--- src/rtl/fifo_write_arbiter_if.sv ---
// -----------------------------------------------------------------------------
// fifo_write_arbiter_if
//
// Bundles the requester-side handshake and the FIFO write port that the
// round-robin write arbiter sits between.
//
// Parameters
//   N       number of requesters (2..8)
//   DATA_W  data width per beat
//
// Signals
//   req_valid  [N]         requester i presents a beat
//   req_data   [N*DATA_W]  packed beats, requester i at [i*DATA_W +: DATA_W]
//   req_last   [N]         beat from requester i ends its burst
//   req_ready  [N]         one-hot or zero accept strobe back to requesters
//   fifo_full  [1]         FIFO cannot take a write this cycle
//   fifo_wen   [1]         FIFO write strobe
//   fifo_wdata [DATA_W]    FIFO write data (zero when fifo_wen is low)
//   grant_id   [clog2(N)]  index of the current grantee
//   busy       [1]         arbiter is in the middle of a grant
//
// Modports
//   master  environment side: requesters plus FIFO status
//   slave   arbiter side
// -----------------------------------------------------------------------------
interface fifo_write_arbiter_if #(
  parameter int N      = 4,
  parameter int DATA_W = 8
);
  localparam int GW = (N > 1) ? $clog2(N) : 1;

  logic [N-1:0]        req_valid;
  logic [N*DATA_W-1:0] req_data;
  logic [N-1:0]        req_last;
  logic [N-1:0]        req_ready;
  logic                fifo_full;
  logic                fifo_wen;
  logic [DATA_W-1:0]   fifo_wdata;
  logic [GW-1:0]       grant_id;
  logic                busy;

  modport master (
    output req_valid,
    output req_data,
    output req_last,
    output fifo_full,
    input  req_ready,
    input  fifo_wen,
    input  fifo_wdata,
    input  grant_id,
    input  busy
  );

  modport slave (
    input  req_valid,
    input  req_data,
    input  req_last,
    input  fifo_full,
    output req_ready,
    output fifo_wen,
    output fifo_wdata,
    output grant_id,
    output busy
  );
endinterface

--- src/rtl/fifo_write_arbiter.sv ---
// -----------------------------------------------------------------------------
// fifo_write_arbiter
//
// Round-robin arbiter sharing one FIFO write port among N requesters. A
// requester is granted for a burst that ends on its req_last beat or after
// MAX_BURST beats, whichever comes first. While the FIFO is full the grantee
// is backpressured through req_ready and the arbiter parks in HOLD.
//
// Parameters
//   N          number of requesters (2..8)
//   DATA_W     data width per beat
//   MAX_BURST  beat limit per grant (power of two, >= 2)
//
// Ports
//   clk   clock, all state updates on the rising edge
//   rstn  synchronous active-low reset
//   bus   fifo_write_arbiter_if.slave: requester handshake + FIFO write port
//
// State
//   r_state     IDLE / XFER / HOLD
//   r_ptr       round-robin start index for the next arbitration
//   r_grant_id  current grantee
//   r_cnt       beats already written in the current burst
// -----------------------------------------------------------------------------
module fifo_write_arbiter #(
  parameter int N         = 4,
  parameter int DATA_W    = 8,
  parameter int MAX_BURST = 16
) (
  input  logic                 clk,
  input  logic                 rstn,
  fifo_write_arbiter_if.slave  bus
);

  localparam int GW = (N > 1) ? $clog2(N) : 1;
  localparam int CW = $clog2(MAX_BURST);

  localparam logic [CW-1:0] CNT_LAST = CW'(MAX_BURST - 1);
  localparam logic [GW-1:0] GID_LAST = GW'(N - 1);
  localparam logic [N-1:0]  ONE_HOT0 = N'(1);

  typedef enum logic [1:0] {
    S_IDLE = 2'd0,
    S_XFER = 2'd1,
    S_HOLD = 2'd2
  } state_t;

  state_t        r_state;
  state_t        w_state_nxt;
  logic [GW-1:0] r_ptr;
  logic [GW-1:0] w_ptr_nxt;
  logic [GW-1:0] r_grant_id;
  logic [GW-1:0] w_grant_id_nxt;
  logic [CW-1:0] r_cnt;
  logic [CW-1:0] w_cnt_nxt;

  logic [GW-1:0]     w_sel;
  logic              w_any_valid;
  logic              w_gnt_valid;
  logic              w_gnt_last;
  logic [DATA_W-1:0] w_gnt_data;
  logic [N-1:0]      w_ready;
  logic              w_wen;
  logic              w_burst_end;

  // ---------------------------------------------------------------------------
  // State registers. All control state is reset; nothing on the data path is
  // registered, so fifo_wdata is a pure mux of the grantee's input.
  // ---------------------------------------------------------------------------
  always_ff @(posedge clk) begin
    if (!rstn) begin
      r_state    <= S_IDLE;
      r_ptr      <= '0;
      r_grant_id <= '0;
      r_cnt      <= '0;
    end else begin
      r_state    <= w_state_nxt;
      r_ptr      <= w_ptr_nxt;
      r_grant_id <= w_grant_id_nxt;
      r_cnt      <= w_cnt_nxt;
    end
  end

  // Round-robin pick: first valid requester scanning r_ptr, r_ptr+1, ...,
  // wrapping through N-1 back to r_ptr-1. The modulo is done with a compare
  // and subtract because N need not be a power of two.
  always_comb begin
    logic found;
    int   idx;
    found       = 1'b0;
    idx         = 0;
    w_sel       = r_ptr;
    w_any_valid = |bus.req_valid;
    for (int k = 0; k < N; k++) begin
      idx = int'(r_ptr) + k;
      if (idx >= N) idx = idx - N;
      if (!found && bus.req_valid[idx]) begin
        found = 1'b1;
        w_sel = GW'(idx);
      end
    end
  end

  // Grantee mux. Data only ever reaches fifo_wdata; it never feeds any
  // control decision.
  always_comb begin
    w_gnt_valid = 1'b0;
    w_gnt_last  = 1'b0;
    w_gnt_data  = '0;
    for (int i = 0; i < N; i++) begin
      if (r_grant_id == GW'(i)) begin
        w_gnt_valid = bus.req_valid[i];
        w_gnt_last  = bus.req_last[i];
        w_gnt_data  = bus.req_data[i*DATA_W +: DATA_W];
      end
    end
  end

  // Next-state and handshake outputs.
  always_comb begin
    w_state_nxt    = r_state;
    w_ptr_nxt      = r_ptr;
    w_grant_id_nxt = r_grant_id;
    w_cnt_nxt      = r_cnt;
    w_ready        = '0;
    w_wen          = 1'b0;
    w_burst_end    = 1'b0;

    case (r_state)
      S_IDLE: begin
        if (w_any_valid) begin
          w_grant_id_nxt = w_sel;
          w_cnt_nxt      = '0;
          w_state_nxt    = S_XFER;
        end
      end

      S_XFER: begin
        if (!bus.fifo_full) begin
          w_ready = ONE_HOT0 << r_grant_id;
        end
        // A grantee that drops valid mid-burst keeps the grant; nothing is
        // written and the beat count does not move.
        w_wen       = w_gnt_valid & ~bus.fifo_full;
        w_burst_end = w_wen & (w_gnt_last | (r_cnt == CNT_LAST));

        // Burst end is checked first: it can only happen on a write, and a
        // write implies the FIFO was not full, so it always wins.
        if (w_burst_end) begin
          w_ptr_nxt   = (r_grant_id == GID_LAST) ? '0 : r_grant_id + GW'(1);
          w_state_nxt = S_IDLE;
        end else if (bus.fifo_full) begin
          w_state_nxt = S_HOLD;
        end else if (w_wen) begin
          w_cnt_nxt = r_cnt + CW'(1);
        end
      end

      S_HOLD: begin
        if (!bus.fifo_full) begin
          w_state_nxt = S_XFER;
        end
      end

      default: begin
        w_state_nxt = S_IDLE;
      end
    endcase
  end

  assign bus.req_ready  = w_ready;
  assign bus.fifo_wen   = w_wen;
  assign bus.fifo_wdata = w_wen ? w_gnt_data : '0;
  assign bus.grant_id   = r_grant_id;
  assign bus.busy       = (r_state != S_IDLE);

endmodule

--- src/flat_wrapper.sv ---
// flat-port wrapper written by rule: the top's interface ports become plain ports
module fifo_write_arbiter_flat 
#(
  parameter int N         = 4,
  parameter int DATA_W    = 8,
  parameter int MAX_BURST = 16
)
  (clk, rstn, bus_req_valid, bus_req_data, bus_req_last, bus_fifo_full, bus_req_ready, bus_fifo_wen, bus_fifo_wdata, bus_grant_id, bus_busy);
  fifo_write_arbiter_if #(.N(N), .DATA_W(DATA_W)) bus_i ();
  input  logic clk;
  input  logic rstn;
  input wire logic [$bits(bus_i.req_valid)-1:0] bus_req_valid;
  input wire logic [$bits(bus_i.req_data)-1:0] bus_req_data;
  input wire logic [$bits(bus_i.req_last)-1:0] bus_req_last;
  input wire logic [$bits(bus_i.fifo_full)-1:0] bus_fifo_full;
  output wire logic [$bits(bus_i.req_ready)-1:0] bus_req_ready;
  output wire logic [$bits(bus_i.fifo_wen)-1:0] bus_fifo_wen;
  output wire logic [$bits(bus_i.fifo_wdata)-1:0] bus_fifo_wdata;
  output wire logic [$bits(bus_i.grant_id)-1:0] bus_grant_id;
  output wire logic [$bits(bus_i.busy)-1:0] bus_busy;
  assign bus_i.req_valid = bus_req_valid;
  assign bus_i.req_data = bus_req_data;
  assign bus_i.req_last = bus_req_last;
  assign bus_i.fifo_full = bus_fifo_full;
  assign bus_req_ready = bus_i.req_ready;
  assign bus_fifo_wen = bus_i.fifo_wen;
  assign bus_fifo_wdata = bus_i.fifo_wdata;
  assign bus_grant_id = bus_i.grant_id;
  assign bus_busy = bus_i.busy;
  fifo_write_arbiter #(.N(N), .DATA_W(DATA_W), .MAX_BURST(MAX_BURST)) u_core (.clk(clk), .rstn(rstn), .bus(bus_i));
endmodule
--- config.mk ---
export PLATFORM = sky130hd
export DESIGN_NAME = fifo_write_arbiter_flat
export DESIGN_NICKNAME = d
export VERILOG_FILES = /design/src/rtl/fifo_write_arbiter_if.sv /design/src/rtl/fifo_write_arbiter.sv /design/src/flat_wrapper.sv
export SDC_FILE = /design/constraint.sdc
export NUM_CORES = 1
export LEC_CHECK = 0
export BUFFER_PORTS_ARGS = -buffer_cell sky130_fd_sc_hd__buf_2
export CAP_MARGIN = 30
export CORE_ASPECT_RATIO = 1.75
export CORE_MARGIN = 10
export CORE_UTILIZATION = 30
export CTS_CLUSTER_SIZE = 24
export DETAILED_ROUTE_END_ITERATION = 12
export GPL_TIMING_DRIVEN = 0
export PLACE_DENSITY = 0.6
export SYNTH_ARGS = -nofsm -noshare
export SYNTH_HDL_FRONTEND = slang
export SYNTH_SLANG_ARGS = --single-unit
--- constraint.sdc ---
create_clock -name clk -period 1.7 [get_ports clk]
set_input_delay 0.085 -clock clk [delete_from_list [all_inputs] [get_ports clk]]
set_output_delay 0.085 -clock clk [all_outputs]
set_load 0.005 [all_outputs]
# After elaboration in Yosys (flattened, before gate mapping)
# Index checks and enable logic that the tools add are counted.
# word_totals
ff_bits,10
elab_cells,103
# classes
addsub,9
magnitude_cmp,8
eq_ne,12
shift,1
muxes,50
n_bitwise,4
n_reduce_logical,15
# op_table
cell,count
"< comparator 32 x 4 -> 1 bit, second input constant",4
2-to-1 mux 32 bit,4
">= comparator 32 x 4 -> 1 bit, second input constant",3
"subtractor 32 x 4 -> 32 bit, second input constant",3
2-to-1 mux 8 bit,5
2-to-1 mux 4 bit,6
2-to-1 mux 1 bit,20
2-to-1 mux 2 bit,9
binary-select mux 1 bit (select 2 bit),4
one-hot mux 4 bit (2 select lines),1
"adder 2 x 2 -> 3 bit, second input constant",2
"== test 2 bit, second input constant",3
"!= test 2 bit, second input constant",3
one-hot mux 2 bit (3 select lines),1
AND reduction 5 bit,1
"adder 4 x 1 -> 4 bit, second input constant",1
"== test 2 x 1 -> 1 bit, second input constant",2
"== test 4 bit, second input constant",1
zero test 2 bit,2
"!= test 2 x 1 -> 1 bit, second input constant",2
AND reduction 2 bit,2
nonzero test 2 bit,2
OR reduction 4 bit,1
"<< shifter 1 x 2 -> 4 bit, first input constant",1
other kinds (11),16

# Longest topological paths before layout
# Gate-level depths: netlist of the first run.
# depth
word_depth,15
ltp_mapped,8
depth_no_buf,7

# Worst setup path before layout of the first run
# OpenSTA, ideal clock, no wires.
# synth_path
kind,register to register
start,"reg u_core.r_grant_id[0], in the netlist u_core.bus.grant_id[0]"
end,reg u_core.r_cnt[2]
setup_ns,0.126
arrival_time_ns,1.656
slack_ns,-0.081
path_stages_with_launch,9
path_buffers,1
synth_period_minus_slack_ns,1.781
cell_sequence,dfxtp_1 inv_1 ha_1 buf_4 a21oi_4 a221oi_2 o31a_1 a211oi_2 o21ai_1
# synth_via
elab_chain_cells,9
word_cells_on_any_way,18
cone_classes,eq/ne: 5; mux: 8; bitwise: 3; reduce/logical: 2
# synth_rtl
item,line,source
from (decl),fifo_write_arbiter.sv:52,logic [GW-1:0] r_grant_id;
from (signal assigned),fifo_write_arbiter.sv:79,r_grant_id <= w_grant_id_nxt;
zero test 2 bit,fifo_write_arbiter.sv:111,if (r_grant_id == GW'(i)) begin
2-to-1 mux 1 bit (4 in series),fifo_write_arbiter.sv:111,
bitwise AND 1 bit / OR 1 bit (equally long branches),"fifo_write_arbiter.sv:144, fifo_write_arbiter.sv:145",
bitwise AND 1 bit,fifo_write_arbiter.sv:145,w_burst_end = w_wen & (w_gnt_last | (r_cnt == CNT_LAST));
!= test 2 bit (no source line),-,
AND reduction 5 bit (no source line) (*),-,
to (signal assigned),fifo_write_arbiter.sv:80,r_cnt <= w_cnt_nxt;
to (decl),fifo_write_arbiter.sv:54,logic [CW-1:0] r_cnt;
# Every way passes the cells marked *; elsewhere a longest branch is shown, timed or not.
# A chain may end at the register's enable or synchronous reset.

# Final worst setup path of the first run
# layout_path
start,"reg u_core.r_grant_id[1], in the netlist u_core.bus.grant_id[1]"
end,out bus_fifo_wdata[4]
# layout_via
elab_chain_cells,8
word_cells_on_any_way,15
cone_classes,eq/ne: 3; mux: 10; bitwise: 1; reduce/logical: 1
# layout_rtl
item,line,source
zero test 2 bit,fifo_write_arbiter.sv:111,
2-to-1 mux 1 bit (4 in series),fifo_write_arbiter.sv:111,
bitwise AND 1 bit,fifo_write_arbiter.sv:144,w_wen = w_gnt_valid & ~bus.fifo_full;
2-to-1 mux 1 bit,fifo_write_arbiter.sv:129,case (r_state)
2-to-1 mux 8 bit (*),fifo_write_arbiter.sv:173,assign bus.fifo_wdata = w_wen ? w_gnt_data : '0;
to (decl),flat_wrapper.sv:18,output wire logic [$bits(bus_i.fifo_wdata)-1:0] bus_fifo_wdata;
# Marked as above.

==> results of run 1 <==
[kinds of logic after synthesis]
kind of cell             count (synthesis)  synth area share [%]
AO/OA/AOI/OAI                           39                  27.7
flip-flops                              10                  18.6
multiplexers                             2                  1.86
adder cells (fa/ha/maj)                  5                  5.82
AND/OR/NAND/NOR                         77                  40.0
buffers and inverters                   13                  5.94
[worst max-delay path: stages, from the launching register on]
cell and delay, ps:
dfxtp_4 390, inv_4 60, ha_4 180, a211o_1 260, a21oi_2 110, and2b_2 270, nand2_4 130, nor2_1 60
buf_2 130
[how the worst min path moves through the flow]
stage	depth (start not counted)	to	slack [ps]
finish	3	u_core.r_state[1]$_SDFFE_PN0P_	110
global route	3	u_core.r_state[1]$_SDFFE_PN0P_	120
CTS	3	u_core.r_state[1]$_SDFFE_PN0P_	100
global placement	3	u_core.r_state[1]$_SDFFE_PN0P_	350
floorplan	2	u_core.r_state[1]$_SDFFE_PN0P_	200
detailed placement	3	u_core.r_state[1]$_SDFFE_PN0P_	350
[report_power, final]
| group | internal (W) | total (W) | switching (W) |
|---|---|---|---|
| clock | 0.000164 | 0.000261 | 0.0000967 |
| sequential | 0.000244 | 0.000259 | 0.0000152 |
| combinational | 0.000216 | 0.000449 | 0.000233 |
| total | 0.000625 | 0.000969 | 0.000345 |
[synthesized netlist by cell type, types with 2 or more instances]
master,count,area (sq um)
nor2_1,16,60.1
nor2b_1,15,93.8
nand2_1,13,48.8
dfxtp_1,10,200
nor3_1,10,50.1
a21oi_1,9,45.0
a221oi_1,8,70.1
and2_1,6,37.5
inv_1,6,22.5
ha_1,5,62.6
clkbuf_1,4,15.0
o21ai_1,4,20.0
nor3b_1,3,22.5
o22ai_1,3,18.8
a211o_1,2,17.5
a21boi_1,2,15.0
a21oi_2,2,17.5
a41oi_1,2,17.5
and2b_1,2,15.0
buf_4,2,15.0
mux2i_1,2,20.0
nand2b_1,2,12.5
nand3_1,2,10.0
nor3_4,2,32.5
[registers in the layout (all words and copies together) (netlist names)]
| signal | cells |
|---|---|
| u_core.bus.grant_id | 2 |
| u_core.r_cnt | 4 |
| u_core.r_ptr | 2 |
| u_core.r_state | 2 |
[cell type report]
cell class,count,area share [%]
multi-input combinational,124,57.4
timing repair buffer,63,19.2
sequential,10,12.0
buffer,7,3.92
tap,45,3.26
clock buffer,4,2.61
inverter,6,1.60
[stage by stage]
stage               cells  setup slack [ps]
floorplan             146              17.5
global placement      249              -215
detailed placement    249              -221
CTS                   258              -187
global route          259              -263
finish                259              -205
[per-layer routing]
layer	up-vias	wire [um]
met1	582	1610
met4	0	124
li1	667	-
met2	66	1900
met3	11	414
met5	-	0
[layout by cell type, fill, tap and decap left out, types with 3 or more instances in the layout]
cell type,synthesis,routed
ha_4,0,4
o21ai_1,4,3
inv_1,6,3
and2_1,6,5
nor2_1,16,15
nand2_1,13,12
buf_6,1,4
a221oi_2,1,7
buf_4,2,5
dfxtp_1,10,8
o22ai_1,3,3
clkbuf_8,0,3
nor3b_1,3,3
buf_2,0,58
a21oi_1,9,9
nor2b_1,15,14
nor3_1,10,9
[repair_timing]
item	CTS	global route
endpoints found under the hold margin	0	0
buffers inserted	3	1
gates resized for setup	29	13
pin swaps	6	5
cloned	2	0
endpoints found under the setup margin	19	18
==> out/metrics.yaml, run 1 <==
logic_synthesis:
  netlist_instances: 146
  synth_warnings: 0
  async_reset_ff_share_pct: 0
  synth.net_count: 194
  synthesis.area_sq_um: 1070
  synth_seq_cells: 10
  avgSynthCellArea_sq_um: 7.36
  synthFlopType: "dfxtp_1"
  ys_seq_area_share_pct: 18.6
  synth_cell_types: 38
  synth_edf_count: 0
worst_hold_path:
  hold_start: "bus_fifo_full"
  hold_class: "primary input to flop"
place:
  hpwl_um: 3170
  port_buffers: 58
  post_dp_cell_area_sq_um: 1440
  gp_congestion: 0.811
route:
  detail-route-antenna-nets: 0
  drt-vias-per-instance: 5.12
  wl_per_cell_um: 15.6
  routed_wl_um: 4050
  drcViolationCount: 0
  vias: 1326
  drtPass1Iterations: 4
  drtIter0Drc: 67
die:
  chipHeight_um: 99.2
  rows: 28
  die_area_sq_um: 6470
  fp.dieW_um: 65.2
  start_util_pct: 31.3
  io_pins: 59
  core-area_sq_um: 3430
timing:
  maxSlewViolCount: 0
  finalSetupViolCount: 16
  post-route-period-util_pct: 112
  relSlewSlack_pct: 73.2
  fmax_ghz: 0.525
  final.setup.tns_ps: -2230
  setup_ws_ps: -205
  tightestPinTransition_ps: 401
  fin_hold_ws_ps: 110
  fin_worst_skew_ps: 7.13
  min_period_ps: 1910
  rsz0062_at_grt: "yes"
  hold_viol: 0
power:
  ir_drop_mv: 0.483
  p_per_area_nw_per_um2: 562
  p_leak_nw: 0.790
  p_total_w: 0.000969
grt:
  grt_max_degree: 11
  grt_util_met3_pct: 4.49
  grtUsageMet2_pct: 20.3
  antenna_found_initial: 0
  grt_pass1_wl_um: 6090
  first_global_vias: 1310
  gr-max-usage-layer: "met2"
  gr-usage-all-layers_pct: 11.7
  overflow: 0
  use_met1_pct: 11.5
critical_path:
  required_ps: 1620
  cp.arrival_ps: 1820
  path_class: "flop to output port"
  end_kind: "output port"
  startpoint_type: "flop"
  regToRegEndpoint: "u_core.r_cnt[0]$_SDFFE_PN0P_"
  critical_path.max_fanout: 5
  crit_start: "u_core.bus.grant_id[1]$_SDFFE_PN0P_"
  rr_worst_depth: 8
  reg2reg_from: "u_core.bus.grant_id[1]$_SDFFE_PN0P_"
  crit_end: "bus_fifo_wdata[4]"
  rrSetupSlack_ps: -120
cts:
  cts.clk_slew.worst_paths_ps: 50
  cts_hold_buf: 0
  clkLatencyLatePin_ps: 240
  root_buffer: "clkbuf_8"
  cts_tree: "done"
  clockBufferDepth: 2
  cts_buffers: 3
  htreeDepth: 1
  clock_sinks: 10
finish:
  stdcell_area_sq_um: 1730
  regArea_sq_um: 208
  n_fill_cell: 364
  fin_nets: 263
  final_util_pct: 50.3
  multiInputGateArea_sq_um: 990
  n_antenna_cell: 0
  synthToLayoutAreaGrowth_pct: 60.5
  final_layout_size_suffix_gt1_share_pct: 50.0
run:
  max_cap_violations: 0
run_status:
  outcome: "complete, but fails checks"
  failed_checks: "negative setup slack"
Note: power is estimated with default switching activity, not from simulation.
==> run 2, diff against run 1 <==
==> constraint.sdc (replaced) <==
create_clock -name clk -period 1.7 [get_ports clk]
set_input_delay 0.085 -clock clk [delete_from_list [all_inputs] [get_ports clk]]
set_output_delay 0.085 -clock clk [all_outputs]
set_load 0.1 [all_outputs]
==> run 2 against run 1 <==
  * The run still ends with negative setup slack left
  * Global-route usage increased by 0.77 points
  * Combinational power up 39%
  * Critical path depth up 1
  * Clock skew is 1.8 ps lower
  * Core utilization grew 5.5 points
  * Power rose by 17%
  * Clock power about the same
  * Worst setup slack got worse by 87 ps
  * Sequential share of layout area is 1.2 points lower
  * Routed wire length decreased by 0.25%
  * Largest power group unchanged
==> out/metrics.yaml, run 2 (synthesized netlist as in run 1, its figures left out) <==
die:
  die_area_sq_um: 6470
  core-area_sq_um: 3430
  start_util_pct: 31.3
  fp.dieW_um: 65.2
  rows: 28
  chipHeight_um: 99.2
  io_pins: 59
route:
  drtPass1Iterations: 4
  vias: 1314
  drtIter0Drc: 56
  drt-vias-per-instance: 5.09
  wl_per_cell_um: 15.6
  drcViolationCount: 0
  detail-route-antenna-nets: 0
  routed_wl_um: 4040
timing:
  relSlewSlack_pct: 65.9
  rsz0062_at_grt: "yes"
  maxSlewViolCount: 0
  min_period_ps: 1990
  fmax_ghz: 0.502
  tightestPinTransition_ps: 512
  setup_ws_ps: -292
  fin_worst_skew_ps: 5.34
  finalSetupViolCount: 16
  hold_viol: 0
  post-route-period-util_pct: 117
power:
  p_leak_nw: 0.788
  p_per_area_nw_per_um2: 594
  ir_drop_mv: 0.511
finish:
  fin_nets: 262
  stdcell_area_sq_um: 1920
  largest_register_ffs: 4
  final_common_cell: "buf_2"
  synthToLayoutAreaGrowth_pct: 78.2
  n_antenna_cell: 0
  layout_common_cells: "buf_2, nor2b_1, nand2_1"
  final_layout_size_suffix_gt1_share_pct: 55.4
  largest_register: "u_core.r_cnt"
critical_path:
  required_ps: 1620
  crit_slowest_cell: "dfxtp_4"
  max_stage_delay_ps: 390
  reg2reg_from: "u_core.bus.grant_id[0]$_SDFFE_PN0P_"
  path_depth: 9
  startpoint_type: "flop"
  worstPathCellList: "inv_4 -> ha_4 -> nor2b_4 -> buf_6 -> a21oi_2 -> and2b_4 -> nand2_8 -> nor2_4 -> buf_12"
  cp_num_buf_inv: 3
  path_delay_family: "simple AND/OR/NAND/NOR gates"
  rr_worst_depth: 8
  cp.arrival_ps: 1910
  regToRegEndpoint: "u_core.r_cnt[0]$_SDFFE_PN0P_"
  rrSetupSlack_ps: -140
  end_kind: "output port"
  path_class: "flop to output port"
  critical_path.max_fanout: 5
grt:
  antenna_found_initial: 0
  gr-usage-all-layers_pct: 12.4
  grt_max_degree: 11
  grt_util_met3_pct: 3.26
  overflow: 0
  use_met1_pct: 12.8
  first_global_vias: 1385
  grtUsageMet2_pct: 22.5
  gr-max-usage-layer: "met2"
  grt_pass1_wl_um: 6640
worst_hold_path:
  hold_start: "bus_fifo_full"
  hold_depth: 3
  min_to: "u_core.r_state[1]$_SDFFE_PN0P_"
  hold_class: "primary input to flop"
cts:
  clkLatencyLatePin_ps: 240
  cts.clk_slew.worst_paths_ps: 50
  clockBufferDepth: 2
  clock_sinks: 10
  cts_buffers: 3
  htreeDepth: 1
  cts_tree: "done"
  root_buffer: "clkbuf_8"
run:
  max_cap_violations: 0
place:
  hpwl_um: 3100
  post_dp_cell_area_sq_um: 1560
  post-place-ws_ps: -380
  port_buffers: 58
  gp_congestion: 0.800
run_status:
  outcome: "complete, but fails checks"
  failed_checks: "negative setup slack"
run 2: cell types whose count changed in the layout (fill, tap and decap cells not counted), moves of 2 or more:
| cell | before | now |
|---|---|---|
| buf_2 | 58 | 46 |
| buf_12 | 0 | 9 |
| nor2_1 | 15 | 7 |
| nor2_4 | 0 | 8 |
| a21oi_1 | 9 | 3 |
| a21oi_2 | 2 | 8 |
| a221oi_1 | 0 | 2 |
| a221oi_4 | 2 | 0 |
| nand2_4 | 2 | 0 |
| nand2_8 | 0 | 2 |
run 2: tightest hold or removal path, stage by stage:
cell and delay, ps:
buf_2 130, nand2_1 60, a21oi_1 30
run 2: power breakdown:
part / total (W) / switching [W] / internal (W)
clock network: 0.000259 / 0.0000951 / 0.000164
registers: 0.000257 / 0.0000136 / 0.000244
logic: 0.000622 / 0.000382 / 0.000240
total: 0.00114 / 0.000491 / 0.000648
run 2: worst max-delay path by stage:
stage	startpoint	end	slack (ps)
floorplan	u_core.bus.grant_id[1]$_SDFFE_PN0P_	bus_fifo_wen	-420
detailed placement	u_core.bus.grant_id[0]$_SDFFE_PN0P_	bus_fifo_wdata[6]	-380
CTS	u_core.bus.grant_id[0]$_SDFFE_PN0P_	bus_fifo_wdata[6]	-330
global placement	u_core.bus.grant_id[0]$_SDFFE_PN0P_	bus_fifo_wdata[6]	-390
finish	u_core.bus.grant_id[1]$_SDFFE_PN0P_	bus_fifo_wdata[2]	-290
global route	u_core.bus.grant_id[0]$_SDFFE_PN0P_	bus_fifo_wdata[6]	-400
run 2: repair_timing:
action	CTS	global route
endpoints found under the setup margin	19	19
buffers inserted	3	0
pin swaps	5	6
hold buffers	0	0
gates cloned	2	0
resized for setup	60	11
run 2: metrics by stage:
stage	TNS [ps]	total power, W	std cells	util (%)	hold WS [ps]
after floorplan	-4690	0.000655	146	-	201
after global placement	-4560	0.000772	249	45.4	357
after CTS	-3810	0.00114	258	54.6	117
final	-3200	0.00114	258	55.8	122
after global routing	-4960	0.00121	258	55.8	141
after detailed placement	-4450	0.000774	249	45.4	362
run 2: layout make-up:
class	instances	area, sq um
Clock buffer	4	45.0
Multi-Input combinational cell	124	1030
Inverter	6	31.3
Fill cell	334	1520
Timing Repair Buffer	62	474
Tap cell	45	56.3
Buffer	7	66.3
Sequential cell	10	208
run 2: per-layer routing:
metal,wire length [um],vias to the layer above
met1,1650,593
met2,2030,51
met5,0,-
met3,300,5
li1,-,665
met4,59,0
